--- config.mk ---
export PLATFORM = sky130hd
export DESIGN_NAME = falafel_req_arbiter
export DESIGN_NICKNAME = d
export VERILOG_FILES = /design/src/rtl/falafel_req_arbiter.sv
export SDC_FILE = /design/constraint.sdc
export NUM_CORES = 1
export LEC_CHECK = 0
export BUFFER_PORTS_ARGS = -buffer_cell sky130_fd_sc_hd__buf_2
export CAP_MARGIN = 20
export CORE_AREA = 5 5 210 212
export CTS_BUF_LIST = sky130_fd_sc_hd__clkbuf_8
export CTS_CLUSTER_DIAMETER = 80
export DETAILED_ROUTE_END_ITERATION = 7
export DIE_AREA = 0 0 215 217
export PLACE_DENSITY = 0.57
export SLEW_MARGIN = 30
export SYNTH_ARGS = -nofsm -noshare
export SYNTH_HDL_FRONTEND = slang
export SYNTH_SLANG_ARGS = --single-unit
export TNS_END_PERCENT = 1
--- constraint.sdc ---
create_clock -name clk_i -period 4.3 [get_ports clk_i]
set_input_delay 0.645 -clock clk_i [delete_from_list [all_inputs] [get_ports clk_i]]
set_output_delay 0.645 -clock clk_i [all_outputs]
set_load 0.01 [all_outputs]
--- src/rtl/falafel_req_arbiter.sv ---
// Round-robin request arbiter in front of falafel_core: N client ports share one alloc slot,
// one free slot and one response register, with an order FIFO routing responses back to requesters.
module falafel_req_arbiter #(
  parameter int DATA_W      = 64,
  parameter int N_PORTS     = 4,
  parameter int ORDER_DEPTH = 8
) (
  input  logic                               clk_i,
  input  logic                               rst_ni,
  input  logic [N_PORTS-1:0]                 req_val_i,
  output logic [N_PORTS-1:0]                 req_rdy_o,
  input  logic [N_PORTS-1:0]                 req_is_free_i,
  input  logic [N_PORTS*DATA_W-1:0]          req_data_i,
  output logic [N_PORTS-1:0]                 rsp_val_o,
  input  logic [N_PORTS-1:0]                 rsp_rdy_i,
  output logic [DATA_W-1:0]                  rsp_data_o,
  output logic                               alloc_fifo_empty_o,
  input  logic                               alloc_fifo_read_i,
  output logic [DATA_W-1:0]                  alloc_fifo_dout_o,
  output logic                               free_fifo_empty_o,
  input  logic                               free_fifo_read_i,
  output logic [DATA_W-1:0]                  free_fifo_dout_o,
  output logic                               resp_fifo_full_o,
  input  logic                               resp_fifo_write_i,
  input  logic [DATA_W-1:0]                  resp_fifo_din_i,
  output logic [$clog2(ORDER_DEPTH+1)-1:0]   outstanding_o,
  output logic                               err_o
);

  localparam int PW = $clog2(N_PORTS);
  localparam int AW = $clog2(ORDER_DEPTH);
  localparam int CW = $clog2(ORDER_DEPTH+1);

  logic              alloc_vld, free_vld, resp_vld, err_q;
  logic [DATA_W-1:0] alloc_data, free_data, resp_data;
  logic [PW-1:0]     last_grant;

  logic [PW-1:0]     order_mem [ORDER_DEPTH];
  logic [AW-1:0]     wr_ptr, rd_ptr;
  logic [CW-1:0]     order_cnt;
  logic              order_full, order_empty;
  logic [PW-1:0]     head_port;

  logic [N_PORTS-1:0] eligible;
  logic               grant_vld, grant_is_free;
  logic [PW-1:0]      grant_idx;
  logic [DATA_W-1:0]  grant_data;
  logic               alloc_push, free_push, rsp_pop, resp_accept, err_set;

  assign order_full  = (order_cnt == CW'(ORDER_DEPTH));
  assign order_empty = (order_cnt == '0);
  assign head_port   = order_mem[rd_ptr];

  // Eligibility looks only at registered state, so a slot being read this cycle stays blocked.
  always_comb begin
    eligible = '0;
    for (int p = 0; p < N_PORTS; p++) begin
      if (req_is_free_i[p]) eligible[p] = req_val_i[p] & ~free_vld;
      else                  eligible[p] = req_val_i[p] & ~alloc_vld & ~order_full;
    end
  end

  always_comb begin : arb
    logic [PW-1:0] cand;
    grant_vld = 1'b0;
    grant_idx = '0;
    cand      = '0;
    for (int i = 1; i <= N_PORTS; i++) begin
      cand = PW'((int'(last_grant) + i) % N_PORTS);
      if (!grant_vld && eligible[cand]) begin
        grant_vld = 1'b1;
        grant_idx = cand;
      end
    end
    if (!rst_ni) grant_vld = 1'b0;
    req_rdy_o = '0;
    if (grant_vld) req_rdy_o[grant_idx] = 1'b1;
  end

  always_comb begin
    grant_data    = '0;
    grant_is_free = 1'b0;
    for (int p = 0; p < N_PORTS; p++) begin
      if (PW'(p) == grant_idx) begin
        grant_data    = req_data_i[p*DATA_W +: DATA_W];
        grant_is_free = req_is_free_i[p];
      end
    end
  end

  assign alloc_push  = grant_vld & ~grant_is_free;
  assign free_push   = grant_vld & grant_is_free;
  assign rsp_pop     = resp_vld & rsp_rdy_i[head_port];
  assign resp_accept = resp_fifo_write_i & ~resp_vld & ~order_empty;
  assign err_set     = (alloc_fifo_read_i & ~alloc_vld) | (free_fifo_read_i & ~free_vld) |
                       (resp_fifo_write_i & ~resp_accept);

  always_ff @(posedge clk_i or negedge rst_ni) begin
    if (!rst_ni) begin
      alloc_vld  <= 1'b0;
      alloc_data <= '0;
    end else if (alloc_push) begin
      alloc_vld  <= 1'b1;
      alloc_data <= grant_data;
    end else if (alloc_fifo_read_i) begin
      alloc_vld  <= 1'b0;
    end
  end

  always_ff @(posedge clk_i or negedge rst_ni) begin
    if (!rst_ni) begin
      free_vld  <= 1'b0;
      free_data <= '0;
    end else if (free_push) begin
      free_vld  <= 1'b1;
      free_data <= grant_data;
    end else if (free_fifo_read_i) begin
      free_vld  <= 1'b0;
    end
  end

  // Order FIFO holds the requesting port of every outstanding alloc, oldest at rd_ptr.
  always_ff @(posedge clk_i or negedge rst_ni) begin
    if (!rst_ni) begin
      wr_ptr    <= '0;
      rd_ptr    <= '0;
      order_cnt <= '0;
    end else begin
      if (alloc_push) wr_ptr <= wr_ptr + 1'b1;
      if (rsp_pop)    rd_ptr <= rd_ptr + 1'b1;
      case ({alloc_push, rsp_pop})
        2'b10:   order_cnt <= order_cnt + 1'b1;
        2'b01:   order_cnt <= order_cnt - 1'b1;
        default: order_cnt <= order_cnt;
      endcase
    end
  end

  always_ff @(posedge clk_i) begin
    if (alloc_push) order_mem[wr_ptr] <= grant_idx;
  end

  always_ff @(posedge clk_i or negedge rst_ni) begin
    if (!rst_ni) begin
      resp_vld  <= 1'b0;
      resp_data <= '0;
    end else if (resp_accept) begin
      resp_vld  <= 1'b1;
      resp_data <= resp_fifo_din_i;
    end else if (rsp_pop) begin
      resp_vld  <= 1'b0;
    end
  end

  always_ff @(posedge clk_i or negedge rst_ni) begin
    if (!rst_ni) begin
      last_grant <= PW'(N_PORTS-1);
      err_q      <= 1'b0;
    end else begin
      if (grant_vld) last_grant <= grant_idx;
      if (err_set)   err_q      <= 1'b1;
    end
  end

  always_comb begin
    rsp_val_o = '0;
    if (resp_vld) rsp_val_o[head_port] = 1'b1;
  end

  assign rsp_data_o         = resp_data;
  assign alloc_fifo_empty_o = ~alloc_vld;
  assign alloc_fifo_dout_o  = alloc_data;
  assign free_fifo_empty_o  = ~free_vld;
  assign free_fifo_dout_o   = free_data;
  assign resp_fifo_full_o   = resp_vld;
  assign outstanding_o      = order_cnt;
  assign err_o              = err_q;

endmodule
==> flow_summary.yaml <==
clock_tree:
  cts_root_buffer: "clkbuf_8"
  htree_levels: 2
  worst_setup_hold_path_clk_slew_ns: 0.06
  tritoncts: "built"
  tritoncts_num_sinks: 224
  postCtsSetupBuffers: 0
  clock_tree.buffer_depth: 3
  cts_buffers: 43
  worstSkewPairLatency_ns: 0.58
critical_path:
  path_class: "reg -> out"
  end_kind: "output port"
  cp_data_arrival_time_ns: 3.53
  critical-path-slowest-cell: "or4b_1"
  timing.critical_path.cells: "or4b_1 > a31oi_1 > nand2_1 > a311oi_1 > nor3b_4 > buf_12 > inv_1 > and3_1 > buf_2"
  critPathLaunchType: "register"
  cp_max_fo: 69
  worst_path_largest_cell_delay_ns: 0.68
  required_time_of_the_critical_path_ns: 3.65
timing:
  worst-slew-pin-transition_ns: 0.856
  unrepaired_setup_endpoints_after_global_routing: "yes"
  finalSetupViolations: 0
  drv_slew: 0
  clock.fmax_mhz: 239
  clock-skew-final_ns: 0.0273
  finalHoldViolations: 0
  finalWorstSetupSlack_ns: 0.120
  post-route-period-util_pct: 97.2
  tmin_final_ns: 4.18
  slew_headroom_pct: 42.9
status:
  run_status: "finished clean"
layout:
  finish.instance_area_sq_um: 15200
  area_delta_synth_final_pct: 38.4
  most-common-layout-cells: "543 x buf_2, 206 x dfrtp_1, 115 x mux2_2, 79 x mux2_1, 71 x mux2i_1"
  layout_commonest_cell: "buf_2"
  proportion_of_layout_cells_with_a_drive_suffix_above_1_pct: 52.1
  final_core_utilization_pct: 36.4
  finalNetCount: 1757
grt:
  grt_util_met3_pct: 5.29
  grt_overflow: 0
  grt_pass1_wl_um: 56900
  via_count_of_the_first_global_routing_pass: 9832
  busiest_layer: "met2"
  grt.total_usage_pct: 15.3
  grt_use_met1_pct: 18.1
  grtUsageMet2_pct: 26.5
  grt_antenna_before_repair: 2
  grt_max_degree: 101
power:
  seqPwrFrac_pct: 29.5
  net_sw_share_pct: 42.1
  powerDensity_nw_per_um2: 856
  p_switching_w: 0.00549
  combinationalPowerShare_pct: 54.1
  pwr-share-clk_pct: 16.4
  static-leakage-power_nw: 7.09
  vdd.ir_drop.worst_uv: 438
  cell_internal_pwr_w: 0.00754
route:
  detailroute.via_count: 9177
  post_drt_wl_per_cell_um: 18.8
  drt_first_iter_violations: 333
  antenna_left: 0
  first_pass_iters: 6
  post_drt_via_cell_ratio: 4.62
  drc: 0
  finalWirelength_um: 37300
logic_synthesis:
  asyncSetResetFlopFracSynth_pct: 92.9
  ys_ff_latch: 224
  synth_seq_area_share_pct: 51.7
  mappedNetlistArea_sq_um: 11000
  synthesized_instance_count: 868
  synth_edf_count: 16
  syn_area_per_cell_sq_um: 12.7
  synthesis.nets: 1211
  post_synth_num_cell_types: 55
  synthesis.yosys.warnings: 0
  postSynth.topFlopCell: "dfrtp_1"
placed_design:
  port_buffers: 544
  detailedPlacementHpwl_um: 28500
  dpl_cell_area_sq_um: 14300
  finalWeightedCongestion: 0.846
  placement.setup.worst_slack_ns: -0.113
floorplanning:
  core_region_area_sq_um: 41800
  std_cell_rows: 75
  initial_core_utilization_pct: 26.3
  fp.dieW_um: 215
  die_height_um: 217
  number_of_placed_i_o_pins: 545
  die-area_sq_um: 46700
min_path:
  min-delay-path-class: "in -> reg"
run:
  max_cap_viol_count: 0
[critical path: cells and delay by family (launching register included)]
family                 cells  cell delay [ns]
flip-flops                 1             0.43
AND/OR/NAND/NOR            4             1.13
buffers and inverters      3             0.64
AO/OA/AOI/OAI              2             0.75
[layout make-up]
| type | count | area (sq um) |
|---|---|---|
| Antenna cell | 1 | 2.50 |
| Tap cell | 539 | 674 |
| Timing Repair Buffer | 562 | 2970 |
| Multi-Input combinational cell | 568 | 4970 |
| Clock inverter | 27 | 191 |
| Clock buffer | 49 | 674 |
| Fill cell | 4191 | 26500 |
| Sequential cell | 224 | 5690 |
| Inverter | 15 | 56.3 |
[stage by stage]
step	hold WS, ns	std cells	total power, W	setup TNS, ns
after floorplan	0.349	868	0.00842	0
after global placement	0.466	1906	0.0109	-0.190
after detailed placement	0.474	1906	0.0111	-0.218
after CTS	0.199	1983	0.0133	0
after global routing	0.221	1984	0.0140	-0.198
final	0.276	1985	0.0130	0
[registers in the layout (all words and copies together) (netlist names)]
signal             count
wr_ptr                 3
order_mem             16
free_fifo_dout_o      64
resp_fifo_full_o       1
rd_ptr                 3
alloc_vld              1
alloc_fifo_dout_o     64
outstanding_o          4
free_vld               1
last_grant             2
rsp_data_o            64
err_o                  1
[metal layers]
metal  routed length [um]  share of wire (%)
met2                18500                 50
met1                14900                 40
met5                    7              0.019
met4                  821                2.2
met3                 3100                8.3
[synth_stat cells (5+ instances only)]
| library cell | number | share of area (%) |
|---|---|---|
| dfrtp_1 | 206 | 47 |
| mux2_2 | 115 | 12 |
| mux2_1 | 79 | 8.1 |
| mux2i_1 | 71 | 6.5 |
| a211oi_1 | 70 | 4.8 |
| a21oi_1 | 67 | 3.0 |
| nor2b_1 | 67 | 3.8 |
| clkbuf_1 | 33 | 1.1 |
| edfxtp_1 | 16 | 4.4 |
| buf_2 | 15 | 0.68 |
| inv_1 | 14 | 0.48 |
| nand2_1 | 12 | 0.41 |
| nor2_1 | 12 | 0.41 |
| buf_6 | 8 | 0.82 |
| o21ai_0 | 7 | 0.32 |
| ha_1 | 5 | 0.57 |
| nor3b_1 | 5 | 0.34 |
| nor4b_1 | 5 | 0.40 |
[cells by family (layout without fill, tap and decap cells)]
| logic type | after synthesis | after routing | share of synthesized area (%) |
|---|---|---|---|
| AOI/OAI and AO/OA | 161 | 161 | 9.49 |
| xor gates and xnor gates | 8 | 8 | 0.637 |
| adders and majority gates | 6 | 6 | 0.751 |
| buffers and inverters | 76 | 653 | 3.41 |
| DFF | 224 | 224 | 51.7 |
| muxes | 269 | 269 | 27.1 |
| other | 0 | 1 | 0 |
| and+or+nand+nor | 124 | 124 | 6.86 |
[power by group through the flow]
stage               Sequential [W]  Combinational [W]  Clock [W]
finish                     0.00385            0.00705    0.00213
global route               0.00399            0.00772    0.00232
CTS                        0.00386            0.00720    0.00222
detailed placement         0.00388            0.00718          0
global placement           0.00384            0.00705          0
floorplan                  0.00425            0.00416          0
[worst paths after layout]
kind                                                  startpoint                                end  slack, ns  depth (start not counted)
worst max-delay path                outstanding_o[2]$_DFFE_PN0P_                       req_rdy_o[1]       0.12                          9
worst min-delay path                            free_fifo_read_i               free_vld$_DFFE_PN0P_       0.28                          2
worst max register to register      outstanding_o[2]$_DFFE_PN0P_  alloc_fifo_dout_o[45]$_DFFE_PN0P_       0.35                         10
worst min register to register  free_fifo_dout_o[62]$_DFFE_PN0P_   free_fifo_dout_o[62]$_DFFE_PN0P_       0.48                          1
max in group asynchronous                                 rst_ni  alloc_fifo_dout_o[36]$_DFFE_PN0P_       2.09                          5
min in group asynchronous                                 rst_ni   free_fifo_dout_o[52]$_DFFE_PN0P_       0.52                          2
[repair_timing]
action,in CTS,in global routing
hold buffers,1,0
resized for setup,0,1
setup endpoints to repair,0,5
endpoints found under the hold margin,32,0
No activity file was read; power rests on OpenSTA's default activity.
